[src/rtl/timing_sensor_pkg.sv]
`default_nettype none
// ============================================================================
// Module  : timing_sensor_pkg
// Brief   : Shared encodings and sensor bit indices for the timing manager
//           and its sensor-side responders.
// Revision: 1.0 - initial release
// ============================================================================
package timing_sensor_pkg;

    localparam logic [2:0] c_ST_IDLE   = 3'd0;
    localparam logic [2:0] c_ST_SETTLE = 3'd1;
    localparam logic [2:0] c_ST_START  = 3'd2;
    localparam logic [2:0] c_ST_WAIT   = 3'd3;
    localparam logic [2:0] c_ST_DONE   = 3'd4;

    localparam int c_DATA_WIDTH_DEF = 16;
    localparam int c_CNT_WIDTH_DEF  = 16;

    // Bit positions inside the timing manager's en_bits / done vectors
    localparam int c_SENSOR_AMDS0   = 0;
    localparam int c_SENSOR_AMDS1   = 1;
    localparam int c_SENSOR_AMDS2   = 2;
    localparam int c_SENSOR_AMDS3   = 3;
    localparam int c_SENSOR_EDDY0   = 4;
    localparam int c_SENSOR_EDDY1   = 5;
    localparam int c_SENSOR_EDDY2   = 6;
    localparam int c_SENSOR_EDDY3   = 7;
    localparam int c_SENSOR_ENCODER = 8;
    localparam int c_SENSOR_ADC     = 9;
    localparam int c_NUM_SENSORS    = 10;

endpackage
`default_nettype wire

[src/rtl/cycle_counter.sv]
`default_nettype none
// ============================================================================
// Module  : cycle_counter
// Brief   : Loadable/clearable up-counter with an equality compare.
// Revision: 1.0 - initial release
// ============================================================================
module cycle_counter #(
    parameter int WIDTH = 16
) (
    input  logic             clk,
    input  logic             rst_n,
    input  logic             i_clr,
    input  logic             i_load,
    input  logic [WIDTH-1:0] i_load_val,
    input  logic             i_inc,
    input  logic [WIDTH-1:0] i_target,
    output logic             o_match
);

    logic [WIDTH-1:0] r_count;

    always_ff @(posedge clk) begin
        if (!rst_n || i_clr) begin
            r_count <= '0;
        end else if (i_load) begin
            r_count <= i_load_val;
        end else if (i_inc) begin
            r_count <= r_count + WIDTH'(1);
        end
    end

    assign o_match = (r_count == i_target);

endmodule
`default_nettype wire

[src/rtl/sensor_sync_responder.sv]
`default_nettype none
// ============================================================================
// Module  : sensor_sync_responder
// Brief   : Trigger/settle/start/wait sequencer with sample timeout, returning
//           a level done to the timing manager.
// Revision: 1.0 - initial release
// ============================================================================
module sensor_sync_responder
    import timing_sensor_pkg::*;
#(
    parameter int DATA_WIDTH = c_DATA_WIDTH_DEF,
    parameter int CNT_WIDTH  = c_CNT_WIDTH_DEF
) (
    input  logic                  clk,
    input  logic                  rst_n,
    input  logic                  trigger,
    input  logic                  en,
    input  logic [CNT_WIDTH-1:0]  settle_cycles,
    input  logic [CNT_WIDTH-1:0]  timeout_cycles,
    input  logic                  clr_status,
    output logic                  start,
    input  logic                  sample_valid,
    input  logic [DATA_WIDTH-1:0] sample_data,
    output logic [DATA_WIDTH-1:0] data_out,
    output logic                  done,
    output logic                  timeout_err,
    output logic                  busy,
    output logic                  overrun,
    output logic [CNT_WIDTH-1:0]  sample_count,
    output logic [CNT_WIDTH-1:0]  timeout_count
);

    logic [2:0]            r_state;
    logic [2:0]            w_next_state;
    logic                  r_start;
    logic                  r_done;
    logic                  r_timeout_err;
    logic                  r_busy;
    logic                  r_overrun;
    logic [DATA_WIDTH-1:0] r_data;
    logic [CNT_WIDTH-1:0]  r_sample_count;
    logic [CNT_WIDTH-1:0]  r_timeout_count;
    logic [CNT_WIDTH-1:0]  r_settle_tgt;
    logic [CNT_WIDTH-1:0]  r_tmo_tgt;
    logic                  r_tmo_en;
    logic                  w_in_busy;
    logic                  w_accept;
    logic                  w_sample_hit;
    logic                  w_timeout_hit;
    logic                  w_settle_match;
    logic                  w_tmo_match;
    logic                  w_next_busy;

    assign w_in_busy   = (r_state == c_ST_SETTLE) || (r_state == c_ST_START) ||
                         (r_state == c_ST_WAIT);
    assign w_accept    = en && trigger && ((r_state == c_ST_IDLE) || (r_state == c_ST_DONE));
    assign w_next_busy = (w_next_state == c_ST_SETTLE) || (w_next_state == c_ST_START) ||
                         (w_next_state == c_ST_WAIT);

    // Targets are stored as N-1 so a counter starting at 0 matches on its Nth cycle
    cycle_counter #(.WIDTH(CNT_WIDTH)) u_settle_cnt (
        .clk        (clk),
        .rst_n      (rst_n),
        .i_clr      (w_accept),
        .i_load     (1'b0),
        .i_load_val ('0),
        .i_inc      (en && (r_state == c_ST_SETTLE)),
        .i_target   (r_settle_tgt),
        .o_match    (w_settle_match)
    );

    cycle_counter #(.WIDTH(CNT_WIDTH)) u_tmo_cnt (
        .clk        (clk),
        .rst_n      (rst_n),
        .i_clr      (r_state == c_ST_START),
        .i_load     (1'b0),
        .i_load_val ('0),
        .i_inc      (en && (r_state == c_ST_WAIT)),
        .i_target   (r_tmo_tgt),
        .o_match    (w_tmo_match)
    );

    always_comb begin
        w_next_state  = r_state;
        w_sample_hit  = 1'b0;
        w_timeout_hit = 1'b0;
        if (!en) begin
            w_next_state = c_ST_IDLE;
        end else begin
            case (r_state)
                c_ST_IDLE, c_ST_DONE: begin
                    if (trigger) begin
                        w_next_state = (settle_cycles == '0) ? c_ST_START : c_ST_SETTLE;
                    end
                end
                c_ST_SETTLE: begin
                    if (w_settle_match) w_next_state = c_ST_START;
                end
                c_ST_START: w_next_state = c_ST_WAIT;
                c_ST_WAIT: begin
                    // A sample landing on the expiry cycle still counts as good
                    if (sample_valid) begin
                        w_next_state = c_ST_DONE;
                        w_sample_hit = 1'b1;
                    end else if (r_tmo_en && w_tmo_match) begin
                        w_next_state  = c_ST_DONE;
                        w_timeout_hit = 1'b1;
                    end
                end
                default: w_next_state = c_ST_IDLE;
            endcase
        end
    end

    always_ff @(posedge clk) begin
        if (!rst_n) begin
            r_state         <= c_ST_IDLE;
            r_start         <= 1'b0;
            r_done          <= 1'b0;
            r_timeout_err   <= 1'b0;
            r_busy          <= 1'b0;
            r_overrun       <= 1'b0;
            r_data          <= '0;
            r_sample_count  <= '0;
            r_timeout_count <= '0;
            r_settle_tgt    <= '0;
            r_tmo_tgt       <= '0;
            r_tmo_en        <= 1'b0;
        end else begin
            r_state <= w_next_state;
            r_start <= (w_next_state == c_ST_START);
            r_done  <= (w_next_state == c_ST_DONE);
            r_busy  <= w_next_busy;

            if (w_next_state != c_ST_DONE) begin
                r_timeout_err <= 1'b0;
            end else if (w_timeout_hit) begin
                r_timeout_err <= 1'b1;
            end

            if (w_accept) begin
                r_settle_tgt <= settle_cycles - CNT_WIDTH'(1);
                r_tmo_tgt    <= timeout_cycles - CNT_WIDTH'(1);
                r_tmo_en     <= (timeout_cycles != '0);
            end

            if (w_sample_hit) r_data <= sample_data;

            if (clr_status) begin
                r_sample_count <= w_sample_hit ? CNT_WIDTH'(1) : '0;
            end else if (w_sample_hit) begin
                r_sample_count <= r_sample_count + CNT_WIDTH'(1);
            end

            if (clr_status) begin
                r_timeout_count <= w_timeout_hit ? CNT_WIDTH'(1) : '0;
            end else if (w_timeout_hit) begin
                r_timeout_count <= r_timeout_count + CNT_WIDTH'(1);
            end

            if (en && trigger && w_in_busy) begin
                r_overrun <= 1'b1;
            end else if (clr_status) begin
                r_overrun <= 1'b0;
            end
        end
    end

    assign start         = r_start;
    assign done          = r_done;
    assign timeout_err   = r_timeout_err;
    assign busy          = r_busy;
    assign overrun       = r_overrun;
    assign data_out      = r_data;
    assign sample_count  = r_sample_count;
    assign timeout_count = r_timeout_count;

endmodule
`default_nettype wire

[config.mk]
export PLATFORM = sky130hd
export DESIGN_NAME = sensor_sync_responder
export DESIGN_NICKNAME = d
export VERILOG_FILES = /design/src/rtl/timing_sensor_pkg.sv /design/src/rtl/cycle_counter.sv /design/src/rtl/sensor_sync_responder.sv
export SDC_FILE = /design/constraint.sdc
export NUM_CORES = 1
export LEC_CHECK = 0
export CORE_UTILIZATION = 53
export DETAILED_ROUTE_END_ITERATION = 10
export PLACE_DENSITY = 0.84
export SLEW_MARGIN = 15
export SYNTH_ARGS = -nofsm -noshare
export SYNTH_HDL_FRONTEND = slang
export SYNTH_HIERARCHICAL = 1
export SYNTH_SLANG_ARGS = --single-unit
[constraint.sdc]
create_clock -name clk -period 3 [get_ports clk]
set_input_delay 0.45 -clock clk [delete_from_list [all_inputs] [get_ports clk]]
set_output_delay 0.45 -clock clk [all_outputs]
set_load 0.02 [all_outputs]
==> summary.md <==
| Metric | Value |
|---|---|
| DIE AREA | `12100 µm²` |
| Root Driver | `clkbuf_16` |
| WP data arrival | `3030 ps` |
| Fillers | `891` |
| Clock transition at path regs | `50 ps` |
| Crit path time final | `2690 ps` |
| Total CTS buffers | `17` |
| Vias in the first global route | `5440` |
| Post-route cell area | `8090 µm²` |
| Lkg Pwr | `2.72 nW` |
| First-pass GRT wire length | `24.6 mm` |
| CP bufs+invs | `1` |
| TNS Setup | `0 ps` |
| CP max FO | `9` |
| Setup crit start kind | `flop` |
| Initial cell density of the core | `0.543` |
| Skew final | `4.91 ps` |
| Power Density | `521 nW/µm²` |
| Met1 GRT Util | `0.290` |
| Crit-path max cell delay | `530 ps` |
| CTS H-tree lvls | `4` |
| Yosys top cell by area | `dfxtp_1` |
| Share of cells above drive strength 1 | `0.0668` |
| DRT Wirelength | `15.2 mm` |
| Die height | `110 µm` |
| Req. time, crit path | `3350 ps` |
| Max frequency | `372 MHz` |
| CP cell instances | `xnor2_1, nand4_1, nor4_1, buf_4, nand3b_1, or3_1, or4_1, a21oi_1` |
| Vias per cell | `5.67` |
| FP Rows | `39` |
| Yosys warns | `6` |
| Int Pwr | `3.25 mW` |
| Ranking of synthesized cells by area | `dfxtp_1, xnor2_1, a21oi_1` |
| Final worst-path cycle share | `0.895` |
| Area Growth Syn to Fin | `31.1%` |
| Starting DRT DRC Count | `356` |
| Comb power frac | `0.091` |
| WS Path Type | `flop to flop` |
| Switching share of power | `0.230` |
| Synth cell types | `47` |
| CTS max path bufs | `2` |
| N_diodes | `0` |
| Max-slew violations | `0` |
| CP endpoint kind | `flop` |
| DP HPWL | `10.9 mm` |
| Initial antenna violation count | `0` |
| Via Count | `5814` |
| Top cells by count, synth | `dfxtp_1, a21oi_1, xnor2_1, nand2_1, o21ai_0` |
| Final Core Density | `0.712` |
| Routability congestion estimate | `0.891` |
| # resized after CTS | `0` |
| Hold Buf Count CTS | `0` |
| EDFF count, synth | `0` |
| Max Cap Violations | `0` |
| DRT Pass-1 Iters | `5` |
| DRC violation count after routing | `0` |
| Post-synth ARST share | `0` |
| Tightest Pin Transition | `723 ps` |
| Sw Pwr | `0.970 mW` |
| ANT nets after route | `0` |
| Family with the most delay on the worst path | `simple AND/OR/NAND/NOR gates` |
| IO Port Bufs | `106` |
| Clock power share | `0.493` |
| Total global routing overflow | `0` |
| Flop pwr share | `0.416` |
| Top-level I/O count | `107` |
| Sequential-to-total area share from yosys stat | `0.392` |
| Final hold violations | `0` |
| Grt met3 use | `0.0575` |
| Routed WL per cell | `14.9 µm` |
| Pin count of the biggest net entering global routing | `36` |
| Combined area of the multi-input logic cells | `3700 µm²` |
| Clk_lat worst skew | `410 ps` |
| Slew HR | `0.517` |
| Leading register cell type out of synthesis | `dfxtp_1` |
| Gr usage total | `0.261` |
| Post-Place Cell Area | `7490 µm²` |
| Syn Area/Cell | `8.42 µm²` |
| Slowest CP cell | `or3_1` |
| Yosys top cell area share | `0.392` |
| VDD IR max | `0.338 mV` |
| Netlist Area Pre-Place | `6170 µm²` |
| #FFs+latches synth | `121` |
| Core area | `11400 µm²` |
| Register area | `2420 µm²` |
| Fin nets | `932` |
| Cells after Synth | `733` |
| RSZ-0062 raised after global routing | `false` |
| Met2 GRT Util | `0.463` |
| Post-CTS Setup Inserts | `0` |
| Clock sink count | `121` |
| GRT Max-Usage Layer | `met2` |
| Worst Hold Class | `flop to flop` |
| Die X | `110 µm` |
| Count leader, synth | `dfxtp_1` |
| CTS tree | `built` |
| Result of the run | `finished, final reports clean` |
| Final setup vio count | `0` |
==> layer usage <==
layer  vias to the layer above  share of wire
li1                       2866              -
met1                      2760           0.40
met2                       144           0.52
met3                        44          0.042
met4                         0          0.031
met5                         -              0
==> cell families (layout without fill, tap and decap cells) <==
| family | after synthesis | after routing | share of synthesized area |
|---|---|---|---|
| AO/OA/AOI/OAI | 177 | 177 | 0.159 |
| XOR/XNOR | 96 | 96 | 0.136 |
| adder cells (fa/ha/maj) | 7 | 7 | 0.0142 |
| buffers and inverters | 54 | 161 | 0.0343 |
| flip-flops | 121 | 121 | 0.392 |
| multiplexers | 6 | 6 | 0.00973 |
| other | 1 | 44 | 0.000608 |
| AND/OR/NAND/NOR | 271 | 271 | 0.254 |
==> layout make-up <==
class | count | area share
multi-input combinational | 601 | 0.457
sequential | 121 | 0.299
timing repair buffer | 115 | 0.139
clock buffer | 23 | 0.0603
tap | 143 | 0.0221
clock inverter | 8 | 0.0145
inverter | 15 | 0.00696
==> cell usage in the layout (no fill, tap or decap), types with 4 or more instances in the layout <==
cell type,Yosys,layout
a211oi_1,11,11
a21oi_1,80,80
a31oi_1,8,8
and3_1,5,4
buf_4,0,9
clkbuf_16,0,17
clkbuf_8,0,4
clkdlybuf4s50_1,0,106
clkinv_2,0,4
conb_1,1,44
dfxtp_1,121,121
ha_1,7,7
inv_1,15,15
mux2i_1,6,6
nand2_1,64,64
nand2b_1,4,4
nand3_1,23,23
nand4_1,27,27
nand4_4,4,4
nand4b_1,4,4
nor2_1,53,53
nor2b_1,6,6
nor3_1,13,13
nor4_1,12,12
nor4_2,9,9
o21ai_0,57,57
o31ai_1,13,13
or2_2,4,4
or3_1,10,10
or4_1,17,17
xnor2_1,71,71
xor2_1,25,25
==> power groups by stage <==
stage / clock (mW) / combinational (mW) / sequential [mW]
floorplan: 0 / 0.249 / 1.76
global placement: 0 / 0.359 / 1.78
detailed placement: 0 / 0.373 / 1.79
CTS: 2.10 / 0.379 / 1.75
global route: 2.18 / 0.424 / 1.76
finish: 2.08 / 0.385 / 1.75
==> state kept, by name (all words and copies together) (netlist names), 3 cells and up <==
register,count
timeout_count,16
r_settle_tgt,16
u_settle_cnt/r_count,16
data_out,16
r_state,3
r_tmo_tgt,16
u_tmo_cnt/r_count,16
sample_count,16
==> through the flow <==
step | hold WS (ps) | total power [mW] | instances | setup WS (ps)
4_1_cts | 457 | 4.23 | 1026 | 316
6_report | 455 | 4.22 | 1026 | 314
3_5_place_dp | 448 | 2.16 | 995 | 343
2_1_floorplan | 491 | 2.00 | 776 | 502
3_3_place_gp | 442 | 2.14 | 995 | 419
5_1_grt | 477 | 4.36 | 1026 | 149
==> worst reg2reg max path: cells and delay by family (launching register included) <==
kind / cells / cell delay (ps)
AOI/OAI and AO/OA: 1 / 150
DFF: 1 / 470
xor gates and xnor gates: 1 / 170
buffers and inverters: 1 / 190
and+or+nand+nor: 5 / 1640
==> path summary, 6_finish.rpt <==
path / start / endpoint / slack (ps) / cells after the start
setup / recovery: u_tmo_cnt/r_count[6] / timeout_count[15] / 310 / 8
hold / removal: data_out[7] / data_out[7] / 450 / 2
setup reg to reg: u_tmo_cnt/r_count[6] / timeout_count[15] / 310 / 8
hold reg to reg: data_out[7] / data_out[7] / 450 / 2
(Power assumes the default switching activity.)
